**src/rtl/dcache_miss_ctrl.sv**
```systemverilog
// Miss-handling FSM for the direct-mapped write-back D-cache: dirty-victim write-back,
// line refill, SRAM write strobe and pipeline stall. DCACHE_PERF_EN adds perf counters.
module dcache_miss_ctrl #(
  parameter int LINE_BEATS  = 1,
  parameter int ACK_TIMEOUT = 0
) (
  input  logic        clk_i,
  input  logic        rst_i,
  input  logic        req_i,
  input  logic        write_i,
  input  logic        hit_i,
  input  logic        dirty_i,
  input  logic        mem_ack_i,
  output logic        mem_enable_o,
  output logic        mem_write_o,
  output logic        mem_addr_sel_o,
  output logic [3:0]  beat_o,
  output logic        cache_we_o,
  output logic        set_dirty_o,
  output logic        stall_o,
  output logic        err_o
`ifdef DCACHE_PERF_EN
  ,
  output logic [31:0] miss_cnt_o,
  output logic [31:0] wb_cnt_o,
  output logic [31:0] stall_cnt_o
`endif
);

  typedef enum logic [1:0] {
    IDLE      = 2'd0,
    WRITEBACK = 2'd1,
    REFILL    = 2'd2,
    DONE      = 2'd3
  } state_t;

  localparam logic [3:0]  LAST_BEAT = 4'(LINE_BEATS - 1);
  localparam logic [16:0] WD_LIMIT  = 17'(ACK_TIMEOUT);

  state_t      state, state_nxt;
  logic [3:0]  beat;
  logic [15:0] wd_cnt;
  logic        err;
  logic        busy, miss, last_ack, timeout;

  assign busy     = (state == WRITEBACK) || (state == REFILL);
  assign miss     = req_i & ~hit_i;
  assign last_ack = mem_ack_i && (beat == LAST_BEAT);
  // Fires on the ACK_TIMEOUT-th consecutive ack-less busy cycle; an ack in that cycle wins.
  assign timeout  = (ACK_TIMEOUT != 0) && busy && !mem_ack_i &&
                    (({1'b0, wd_cnt} + 17'd1) == WD_LIMIT);

  always_ff @(posedge clk_i or negedge rst_i) begin
    if (!rst_i) state <= IDLE;
    else        state <= state_nxt;
  end

  always_comb begin
    state_nxt = state;
    case (state)
      IDLE:      if (miss) state_nxt = dirty_i ? WRITEBACK : REFILL;
      WRITEBACK: if (timeout) state_nxt = IDLE;
                 else if (last_ack) state_nxt = REFILL;
      REFILL:    if (timeout) state_nxt = IDLE;
                 else if (last_ack) state_nxt = DONE;
      DONE:      state_nxt = IDLE;
      default:   state_nxt = IDLE;
    endcase
  end

  always_comb begin
    mem_enable_o   = 1'b0;
    mem_write_o    = 1'b0;
    mem_addr_sel_o = 1'b0;
    cache_we_o     = 1'b0;
    set_dirty_o    = 1'b0;
    case (state)
      IDLE: begin
        if (req_i && hit_i && write_i) begin
          cache_we_o  = 1'b1;
          set_dirty_o = 1'b1;
        end
      end
      WRITEBACK: begin
        mem_enable_o   = 1'b1;
        mem_write_o    = 1'b1;
        mem_addr_sel_o = 1'b1;
      end
      REFILL: begin
        mem_enable_o = 1'b1;
        cache_we_o   = mem_ack_i;
      end
      default: ;
    endcase
  end

  // Beat index, watchdog and sticky error
  always_ff @(posedge clk_i or negedge rst_i) begin
    if (!rst_i) begin
      beat   <= 4'd0;
      wd_cnt <= 16'd0;
      err    <= 1'b0;
    end else begin
      if (timeout) err <= 1'b1;
      if (busy && !mem_ack_i && !timeout) wd_cnt <= wd_cnt + 16'd1;
      else                                 wd_cnt <= 16'd0;
      if (!busy || timeout) beat <= 4'd0;
      else if (mem_ack_i)   beat <= last_ack ? 4'd0 : beat + 4'd1;
    end
  end

  assign stall_o = (state != IDLE) | miss;
  assign beat_o  = beat;
  assign err_o   = err;

`ifdef DCACHE_PERF_EN
  always_ff @(posedge clk_i or negedge rst_i) begin
    if (!rst_i) begin
      miss_cnt_o  <= 32'd0;
      wb_cnt_o    <= 32'd0;
      stall_cnt_o <= 32'd0;
    end else begin
      if (state == IDLE && miss)            miss_cnt_o  <= miss_cnt_o + 32'd1;
      if (state == IDLE && miss && dirty_i) wb_cnt_o    <= wb_cnt_o + 32'd1;
      if (stall_o)                          stall_cnt_o <= stall_cnt_o + 32'd1;
    end
  end
`endif

endmodule

```
**config.mk**
```make
export PLATFORM = sky130hd
export DESIGN_NAME = dcache_miss_ctrl
export DESIGN_NICKNAME = d
export VERILOG_FILES = /design/src/rtl/dcache_miss_ctrl.sv
export SDC_FILE = /design/constraint.sdc
export NUM_CORES = 1
export LEC_CHECK = 0
export ABC_AREA = 1
export CORE_AREA = 2 2 39 41
export DETAILED_ROUTE_END_ITERATION = 7
export DIE_AREA = 0 0 41 43
export GPL_TIMING_DRIVEN = 0
export PLACE_DENSITY_LB_ADDON = 0.12
export SLEW_MARGIN = 0
export SYNTH_ARGS = -nofsm -noshare
export SYNTH_HDL_FRONTEND = slang
export SYNTH_SLANG_ARGS = --single-unit
```
**constraint.sdc**
```tcl
create_clock -name clk_i -period 1.82 [get_ports clk_i]
set_clock_uncertainty 0.15 [all_clocks]
set_input_delay 0.273 -clock clk_i [delete_from_list [all_inputs] [get_ports clk_i]]
set_output_delay 0.273 -clock clk_i [all_outputs]
set_load 0.01 [all_outputs]
```
Word level (Yosys, flattened, before mapping)
Index checks and enable logic that the tools add are counted.

word-level totals
  output and inout bits = 11
  input port bits = 7
  memories kept = 0
  logic and storage cells = 35
  bits in latches = 0
  bits in registers = 6
  bits in read-only memories = 0
  bits in writable memories = 0

operators by class
  reductions and logical operators = 9
  add/subtract/negate cells = 1
  bitwise operators = 3
  $lt $le $gt $ge = 0
  multiplexer cells = 13
  multiply operators = 0
  shifts and indexed selects = 0
  eq/ne operators = 7
  div/mod/pow operators = 0

operators by type and width
  cell                                                  number
  two-way mux 4 bit                                     3
  two-way mux 2 bit                                     4
  != test 2 bit (second input constant)                 4
  case mux 2 bit (4 select lines)                       1
  adder 4 x 1 -> 4 bit (second input constant)          1
  equality test 2 bit (second input constant)           2
  logical NOT 4 bit                                     1
  two-way mux 1 bit                                     4
  logical AND 1 bit                                     3
  AND reduction 3 bit                                   1
  equality test 2 x 1 -> 1 bit (second input constant)  1
  logical NOT 2 bit                                     1
  case mux 1 bit (2 select lines)                       1
  nonzero test 2 bit                                    1
  OR reduction 2 bit                                    1
  bitwise AND 1 bit                                     1
  logical OR 1 bit                                      1
  NOT 1 bit                                             1
  bitwise OR 1 bit                                      1

Longest topological paths before layout
  depth in word-level cells = 5
  gate-level depth with buffers = 9
  gate-level depth less buffers = 9

Least setup slack after synthesis
Ideal clock, no wire load.

  kind = register to output
  start = register state[0]
  end = output cache_we_o
  path buffers = 0
  required time = 1.397 ns
  path slack = 0.448 ns
  data arrival time = 0.949 ns
  cell stages (with the launch flop) = 5
  path through = dfrtp_1 > inv_1 > ha_1 > nand2_1 > o22ai_1

between the ends
  longest elaborated chain between the ends = 2
  elaborated cells on any way between the ends = 3
  classes of those cells = eq/ne (1); mux (1); reduce/logical (1)

ends and longest elaborated chain
  item                                                             RTL line  text
  start: declaration                                               40        state_t state, state_nxt;
  start signal: assignment                                         55        else state <= state_nxt;
  equality test 2 bit / logical NOT 2 bit (equally long branches)  77        case (state)
  case mux 1 bit (2 select lines) (*)                              77
  end: declaration                                                 18        output logic cache_we_o,

Mark *: on every way between the ends. The rest lies on a longest branch, timed or not.

Worst setup path in the final report
  start = register state[0]
  end = output set_dirty_o

between the ends
  longest elaborated chain between the ends = 2

ends and longest elaborated chain
  item               RTL line  text
  logical NOT 2 bit  77
  two-way mux 1 bit  77
  end: declaration   19        output logic set_dirty_o,

Every way passes these cells.

==> impl_metrics.yaml <==
yosys:
  synthTopCellsByCount: "19 x nand2_1, 12 x inv_1, 6 x dfrtp_1, 6 x ha_1"
  synth.most_common_cell: "nand2_1"
  synth_cell_types: 18
  synthFlopType: "dfrtp_1"
  synth_area_um2: 502
  syn_nets: 82
  netlist.area_leader.share_pct: 29.9
  syn_inst: 69
  synth-warning-count: 0
  syn_area_per_cell_um2: 7.27
  yosys.area.top_type: "dfrtp_1"
  async_flop_share_pct: 100
  synth_edf_count: 0
  ys_ff_latch: 6
  synth_area_leaders: "dfrtp_1 30%, ha_1 15%, nand2_1 14%"
  ys_seq_area_share_pct: 29.9
worst_setup_path:
  critPathMaxFanout: 3
  cp_data_arrival_time_ns: 1.28
  start_kind: "flop"
  crit_required_ns: 1.40
  cp-startpoint: "state[0]"
  cp-end-kind: "primary output"
  crit_type: "flop to primary output"
  r2r-start: "state[0]"
clock_network:
  clk_pin_slew_worst_paths_ns: 0.04
  htreeDepth: 1
  cts.path.max_buffers: 2
  cts_root_buffer: "clkbuf_4"
  cts_tree: "built"
  clock-sinks: 6
  clk-insertion-delay-late_ns: 0.24
  numCtsBuffers: 3
cells_and_area:
  nets: 105
  drive_gt1_share_pct: 23.3
  final_util_pct: 52.4
  antenna_cells: 0
  final_cells: 106
  design_area_um2: 724
  area_delta_synth_final_pct: 44.4
power_and_ir_drop:
  p_sw_uw: 431
  pwr-share-comb_pct: 65.7
  intPower_uw: 562
  p_sw_share_pct: 43.4
  clkPwrFrac_pct: 11.9
  peakVddDrop_mv: 0.696
  p_leak_uw: 0.000379
  pwr-share-seq_pct: 22.4
  powerDensity_mw_per_mm2: 1370
floorplanning:
  die-height_um: 43
  io_pins: 18
  die-area_mm2: 0.00176
  start_util_pct: 36.3
  die_w_um: 41
  fp-row-count: 14
  core_area_mm2: 0.00138
grt:
  antenna_found_initial: 0
  grt_pass1_wl_um: 1610
  grt_overflow: 0
  grt.total_usage_pct: 13.5
  grt_pass1_vias: 413
  grt_max_degree: 7
sta:
  period_needed_ns: 1.70
  max_freq_mhz: 587
  worst_slack_ns: 0.115
  period_share_pct: 93.7
  final-setup-viol-count: 0
  hold_viol_final: 0
  final_max_slew_viol_count: 0
  rsz0062_at_grt: "no"
drt:
  drt_wl_total_um: 944
  drt_first_pass_iters: 4
  vias_per_cell: 4.28
  drc: 0
  num_vias: 454
  drt-initial-drc-count: 3
  antenna_left: 0
  wl_per_cell_um: 8.91
placement:
  port_buffers: 16
  place_congestion: 0.653
  dpl_cell_area_um2: 682
  dpl.hpwl_um: 806
  pre_cts_ws_ns: -0.199
  dp_cells: 101
run_status:
  status: "completed"
hold_path:
  hold_path_class: "input pin to async pin"
flow_run:
  cap_violations: 0
## power groups by stage
stage               clock (µW)  sequential (µW)  combinational [µW]
finish                     118              223                 652
global route               131              231                 731
CTS                        123              223                 606
detailed placement           0              221                 630
global placement             0              221                 628
floorplan                    0              222                 386
## final cells by class
| class | instances | area, µm² |
|---|---|---|
| Buffer | 2 | 15.0 |
| Clock buffer | 3 | 22.5 |
| Fill cell | 157 | 659 |
| Inverter | 13 | 48.8 |
| Multi-Input combinational cell | 48 | 303 |
| Sequential cell | 6 | 150 |
| Tap cell | 16 | 20.0 |
| Timing Repair Buffer | 18 | 165 |
## registers in the layout (all words and copies together), names as in the netlist
signal  cells
beat_o      4
state       2
## worst max-delay path, stage by stage (launching register included)
cell and delay [ns]:
dfrtp_1 0.40, inv_2 0.11, ha_4 0.15, nand2_1 0.06, nor2_1 0.08, clkdlybuf4s15_1 0.24
## layer usage
metal | track usage (%) | up-vias | share of wire [%]
met5 | 0 | - | 0
met4 | 4.00 | 0 | 0
met3 | 4.71 | 0 | 3.5
met2 | 21.6 | 10 | 48
met1 | 16.3 | 194 | 48
li1 | - | 250 | -
## logic make-up after synthesis
kind of cell	share of synthesized area, %
AND/OR/NAND/NOR	32.4
adder cells (fa/ha/maj)	15.0
other	0.747
flip-flops	29.9
AO/OA/AOI/OAI	9.23
buffers and inverters	12.7
## path summary, 6_finish.rpt
| path | endpoint | depth (start not counted) | slack [ns] |
|---|---|---|---|
| worst min register to register | state[1] | 2 | 0.38 |
| worst max register to register | state[1] | 7 | 0.40 |
| worst max-delay path | set_dirty_o | 5 | 0.12 |
| min in group clk_i | state[1] | 2 | 0.38 |
| worst min-delay path | beat_o[2] | 1 | 0.11 |
| max in group asynchronous | beat_o[1] | 1 | 1.21 |
## repair_timing
item | in CTS | in global routing
setup buffers | 0 | 2
gates resized for setup | 13 | 2
endpoints found under the setup margin | 6 | 3
hold buffers | 0 | 0
endpoints found under the hold margin | 0 | 0
## per-stage QoR
step | TNS, ns | total power, µW | hold WS (ns)
finish | 0 | 992 | 0.113
CTS | 0 | 953 | 0.117
floorplan | 0 | 609 | -0.173
detailed placement | -0.520 | 851 | 0.349
global route | 0 | 1090 | 0.121
global placement | -0.517 | 849 | 0.345
## cell usage in the layout, fill, tap and decap left out, types with 4 or more instances in the layout
cell	instances
inv_1	10
clkdlybuf4s50_1	10
nand2_1	19
dfrtp_1	6
dlygate4sd2_1	4
nand2_2	5
buf_4	4
ha_1	4
nand3_1	5
No activity file was read; power rests on OpenSTA's default activity.
